$ cat config.mk
export PLATFORM = sky130hd
export DESIGN_NAME = amb_yurut_denetleyici
export DESIGN_NICKNAME = d
export VERILOG_FILES = /design/src/rtl/amb_yurut_denetleyici.sv
export SDC_FILE = /design/constraint.sdc
export NUM_CORES = 1
export LEC_CHECK = 0
export CORE_UTILIZATION = 42
export DETAILED_ROUTE_END_ITERATION = 8
export GPL_TIMING_DRIVEN = 0
export PLACE_DENSITY = 0.84
export SETUP_SLACK_MARGIN = 0.1
export SYNTH_ARGS = -nofsm -noshare
export SYNTH_HDL_FRONTEND = slang
export SYNTH_SLANG_ARGS = --single-unit
export TNS_END_PERCENT = 30
$ cat constraint.sdc
create_clock -name clk_i -period 1.44 [get_ports clk_i]
set_input_delay 0.288 -clock clk_i [delete_from_list [all_inputs] [get_ports clk_i]]
set_output_delay 0.288 -clock clk_i [all_outputs]
set_load 0.01 [all_outputs]
$ cat src/rtl/amb_yurut_denetleyici.sv
// Execute-stage sequencer for the ALU/MUL/DIV unit: accepts one decoded op, drives the unit
// enable for the op's latency, then holds the result until the memory stage takes it.
// Op codes: ADD 0..SLTU 9 (1 cycle), MUL group 10..13, DIV/REM group 14..17, JAL 18, JALR 19.
module amb_yurut_denetleyici #(
  parameter int unsigned CARPMA_GECIKME  = 3,
  parameter int unsigned BOLME_GECIKME   = 33,
  parameter int unsigned SAYAC_GENISLIGI = 6
) (
  input  logic       clk_i,
  input  logic       rst_ni,
  input  logic       buyruk_gecerli_i,
  input  logic [5:0] islem_kodu_i,
  output logic       buyruk_hazir_o,
  output logic       durdur_o,
  output logic       amb_aktif_o,
  output logic [5:0] amb_islem_kodu_o,
  input  logic       amb_hazir_i,
  output logic       sonuc_gecerli_o,
  input  logic       sonraki_hazir_i,
  output logic       dallanma_o,
  input  logic       temizle_i
);

  localparam logic [5:0] AluMul    = 6'd10;
  localparam logic [5:0] AluMulh   = 6'd11;
  localparam logic [5:0] AluMulhsu = 6'd12;
  localparam logic [5:0] AluMulhu  = 6'd13;
  localparam logic [5:0] AluDiv    = 6'd14;
  localparam logic [5:0] AluDivu   = 6'd15;
  localparam logic [5:0] AluRem    = 6'd16;
  localparam logic [5:0] AluRemu   = 6'd17;
  localparam logic [5:0] AluJal    = 6'd18;
  localparam logic [5:0] AluJalr   = 6'd19;

  localparam int unsigned CarpmaL = (CARPMA_GECIKME == 0) ? 1 : CARPMA_GECIKME;
  localparam int unsigned BolmeL  = (BOLME_GECIKME == 0) ? 1 : BOLME_GECIKME;

  typedef enum logic [1:0] {StBosta, StYurut, StSonuc} durum_e;

  durum_e                     durum_q, durum_d;
  logic [SAYAC_GENISLIGI-1:0] sayac_q, sayac_d;
  logic [5:0]                 islem_q, islem_d;
  logic                       dallanma_q, dallanma_d;
  logic                       kabul;

  // Counter load value is latency-1 so the last enable cycle sees a zero count.
  function automatic logic [SAYAC_GENISLIGI-1:0] gecikme_eksi1(input logic [5:0] kod);
    int unsigned l;
    case (kod)
      AluMul, AluMulh, AluMulhsu, AluMulhu: l = CarpmaL;
      AluDiv, AluDivu, AluRem, AluRemu:     l = BolmeL;
      default:                              l = 1;
    endcase
    return SAYAC_GENISLIGI'(l - 1);
  endfunction

  always_ff @(posedge clk_i or negedge rst_ni) begin
    if (!rst_ni) begin
      durum_q    <= StBosta;
      sayac_q    <= '0;
      islem_q    <= '0;
      dallanma_q <= 1'b0;
    end else begin
      durum_q    <= durum_d;
      sayac_q    <= sayac_d;
      islem_q    <= islem_d;
      dallanma_q <= dallanma_d;
    end
  end

  assign kabul = buyruk_gecerli_i & buyruk_hazir_o & ~temizle_i;

  always_comb begin
    durum_d    = durum_q;
    sayac_d    = sayac_q;
    islem_d    = islem_q;
    dallanma_d = 1'b0;
    if (temizle_i) begin
      durum_d = StBosta;
      sayac_d = '0;
    end else begin
      unique case (durum_q)
        StBosta: begin
          if (kabul) begin
            durum_d = StYurut;
            islem_d = islem_kodu_i;
            sayac_d = gecikme_eksi1(islem_kodu_i);
          end
        end
        StYurut: begin
          if (sayac_q != '0) begin
            sayac_d = sayac_q - 1'b1;
          end else if (amb_hazir_i) begin
            durum_d = StSonuc;
          end
        end
        StSonuc: begin
          if (sonraki_hazir_i) begin
            dallanma_d = (islem_q == AluJal) || (islem_q == AluJalr);
            if (kabul) begin
              durum_d = StYurut;
              islem_d = islem_kodu_i;
              sayac_d = gecikme_eksi1(islem_kodu_i);
            end else begin
              durum_d = StBosta;
            end
          end
        end
        default: durum_d = StBosta;
      endcase
    end
  end

  always_comb begin
    buyruk_hazir_o  = 1'b0;
    amb_aktif_o     = 1'b0;
    sonuc_gecerli_o = 1'b0;
    unique case (durum_q)
      StBosta: buyruk_hazir_o = 1'b1;
      StYurut: amb_aktif_o = 1'b1;
      StSonuc: begin
        sonuc_gecerli_o = 1'b1;
        buyruk_hazir_o  = sonraki_hazir_i;
      end
      default: buyruk_hazir_o = 1'b0;
    endcase
  end

  assign durdur_o         = buyruk_gecerli_i & ~buyruk_hazir_o;
  assign amb_islem_kodu_o = islem_q;
  assign dallanma_o       = dallanma_q;

endmodule

==> results_dict.tcl <==
set metrics [dict create \
    coreArea_mm2 0.00196 \
    crit_buf_inv 0 \
    hold_viol_final 0 \
    slew_viol_final 0 \
    firstDrtPassIters 4 \
    routedWlPerCell_um 15.2 \
    critPathMaxStageDelay_ns 0.47 \
    syn_area_um2 871 \
    place_area_mm2 0.00113 \
    cts.sinks 15 \
    antenna_found_initial 0 \
    setup_viol 17 \
    start_util_pct 44.4 \
    clk_pin_slew_ns 0.09 \
    finClkSkew_ns 0.00140 \
    diodes 0 \
    max_slew_margin_pct 55.5 \
    synth_cell_type_count 33 \
    final_area_mm2 0.00124 \
    grt_pass1_vias 769 \
    cpLargestDelayFamily "simple AND/OR/NAND/NOR gates" \
    dp_hpwl_um 1470 \
    vias 793 \
    grt_max_degree 16 \
    instances_no_fill 144 \
    seqCellArea_um2 377 \
    end_kind "flip-flop" \
    cp_cell_sequence "nor4_4 > a21oi_4 > nor3b_2 > a211o_1" \
    grt_util_met1_pct 23.3 \
    place_congestion 0.766 \
    clk_latency_ns 0.28 \
    path_max_fanout 5 \
    die_w_um 47.5 \
    fmax_mhz 646 \
    cp.required_ns 1.61 \
    io_pins 23 \
    portBuffers 22 \
    outcome "finished with violations" \
    start_kind "flip-flop" \
    grt_use_total_pct 20.3 \
    die_h_um 47.5 \
    synth_cells 85 \
    grtUsageMet2_pct 37.8 \
    leakagePower_nw 0.591 \
    vdd_drop_max_mv 0.558 \
    routed_wl_um 2180 \
    ant_nets 0 \
    ys_seq_elements 15 \
    period_share_pct 107 \
    layout-drive-gt1-share_pct 28.2 \
    min_path_type "in -> async" \
    nets 134 \
    drt_iter0_drc 24 \
    drc 0 \
    numCtsBuffers 3 \
    grt-busiest-layer "met2" \
    syn_nets 101 \
    period_needed_ns 1.55 \
    worstMarginPinSlew_ns 0.665 \
    fill_cells 171 \
    violations "setup timing" \
    use_met3_pct 3.40 \
    flow.area_growth_from_synthesis_pct 42.7 \
    rsz0062_at_grt "yes" \
    grt_pass1_wl_um 3190 \
    cp.arrival_ns 1.72 \
    max-cap-violations 0 \
    tritoncts "yes" \
    cts_buffer_depth 2 \
    synth.avg_cell_area_um2 10.2 \
    finalWorstSetupSlack_ns -0.108 \
    crit_slowest_cell "nor4_4" \
    rows 16 \
    power_density_mw_per_mm2 963 \
    h-tree-depth 1 \
    setup_tns_ns -0.555 \
    multiInputGateArea_um2 495 \
    yosysWarnings 0 \
    critical_path_class "reg -> reg" \
    ctsHoldBuffers 0 \
    place_inst 134 \
    grt.overflow.total 0 \
    yosysSeqAreaShare_pct 43.1 \
    drt-vias-per-instance 5.51 \
    die_area_mm2 0.00226 \
    cts_root_buffer "clkbuf_4" \
]
-- cells in the final DEF, fill, tap and decap left out, types with 4 or more instances in the layout --
master,n
dfrtp_1,14
mux2_2,6
buf_4,4
ha_1,4
clkdlybuf4s50_1,10
dlygate4sd2_1,9
inv_1,7
nor2_1,8
a21oi_1,4
-- worst reg2reg max path, stage by stage, from the launching register on --
cell and delay [ns]:
dfrtp_2 0.46, nor4_4 0.47, a21oi_4 0.12, nor3b_2 0.17, a211o_1 0.23
-- cell usage after synthesis --
master    number  area share, %
or4b_1         1            1.1
a21oi_1        5            2.9
ha_1           4            5.7
nor4_4         1            2.4
and3b_1        1            1.0
a31o_2         1            1.0
nor2b_1        4            2.9
mux2_2         6            7.8
o22a_1         1            1.0
a211oi_2       1            1.4
buf_4          1           0.86
nand4_1        3            2.2
dfrtp_1       15             43
a211o_1        1            1.0
xnor2_1        1            1.0
nand2_1        3            1.3
or3_1          1           0.72
o31a_1         1            1.0
a21o_1         2            1.7
nor2_1         8            3.4
a31oi_1        1           0.72
nor3b_1        2            1.7
a21oi_2        1            1.0
o31ai_1        1           0.86
a311oi_1       1            1.0
o21ai_0        1           0.57
inv_1          8            3.4
buf_6          1            1.3
nand2b_1       4            2.9
nand3b_1       1           0.86
nand3_1        1           0.57
nor4_1         1           0.72
nor2_2         1           0.72
-- cell families (layout without fill, tap and decap cells) --
logic type | Yosys count | after routing | share of synthesized area, %
AOI/OAI and AO/OA | 17 | 17 | 14.2
xor gates and xnor gates | 1 | 1 | 1.01
and+or+nand+nor | 32 | 32 | 22.6
buffers and inverters | 10 | 42 | 5.60
DFF | 15 | 15 | 43.1
adders and majority gates | 4 | 4 | 5.75
muxes | 6 | 6 | 7.76
-- per-layer routing --
layer	vias up	share of wire, %
met1	389	40
li1	369	-
met3	6	3.1
met2	29	55
met4	0	1.4
met5	-	0
-- flip-flops by register name, summed over array words and instances, names as in the netlist --
register,flops
durum_q,2
dallanma_o,1
amb_islem_kodu_o,6
sayac_q,6
-- report_power, final --
part / total, W / internal, W / switching (W)
Clock: 0.000240 / 0.000107 / 0.000132
Sequential: 0.000523 / 0.000477 / 0.0000462
Combinational: 0.000433 / 0.000223 / 0.000211
-- repair_timing --
item	4_1_cts	5_1_grt
pin swaps	3	4
setup endpoints to repair	23	19
setup buffers	5	1
gates resized for setup	30	5
-- cell type report --
cell class,count,area share (%)
clock buffers,4,2.11
plain buffers,2,1.81
well taps,27,2.72
flip-flops and latches,15,30.3
inverters,8,2.62
repair buffers,28,20.5
multi-input cells,60,39.9
-- through the flow --
| stage | util, % | total power [W] | worst slack [ns] | hold slack (ns) |
|---|---|---|---|---|
| global route | 63.3 | 0.00126 | -0.144 | 0.430 |
| CTS | 61.8 | 0.00118 | -0.0510 | 0.417 |
| finish | 63.3 | 0.00120 | -0.108 | 0.409 |
| global placement | 57.6 | 0.000911 | -0.570 | 0.445 |
| floorplan | - | 0.000744 | 0.0871 | -0.00759 |
| detailed placement | 57.6 | 0.000931 | -0.601 | 0.487 |
-- worst paths after layout --
kind,end,cells past startpoint,start,slack [ns]
max,sayac_q[1],4,sayac_q[2],-0.11
min,dallanma_o,1,rst_ni,0.41
max reg2reg,sayac_q[1],4,sayac_q[2],-0.11
min reg2reg,dallanma_o,1,amb_islem_kodu_o[3],0.48
max in group asynchronous,sayac_q[2],1,rst_ni,0.57
min in group clk_i,dallanma_o,3,sonraki_hazir_i,0.43
(Power assumes the default switching activity.)
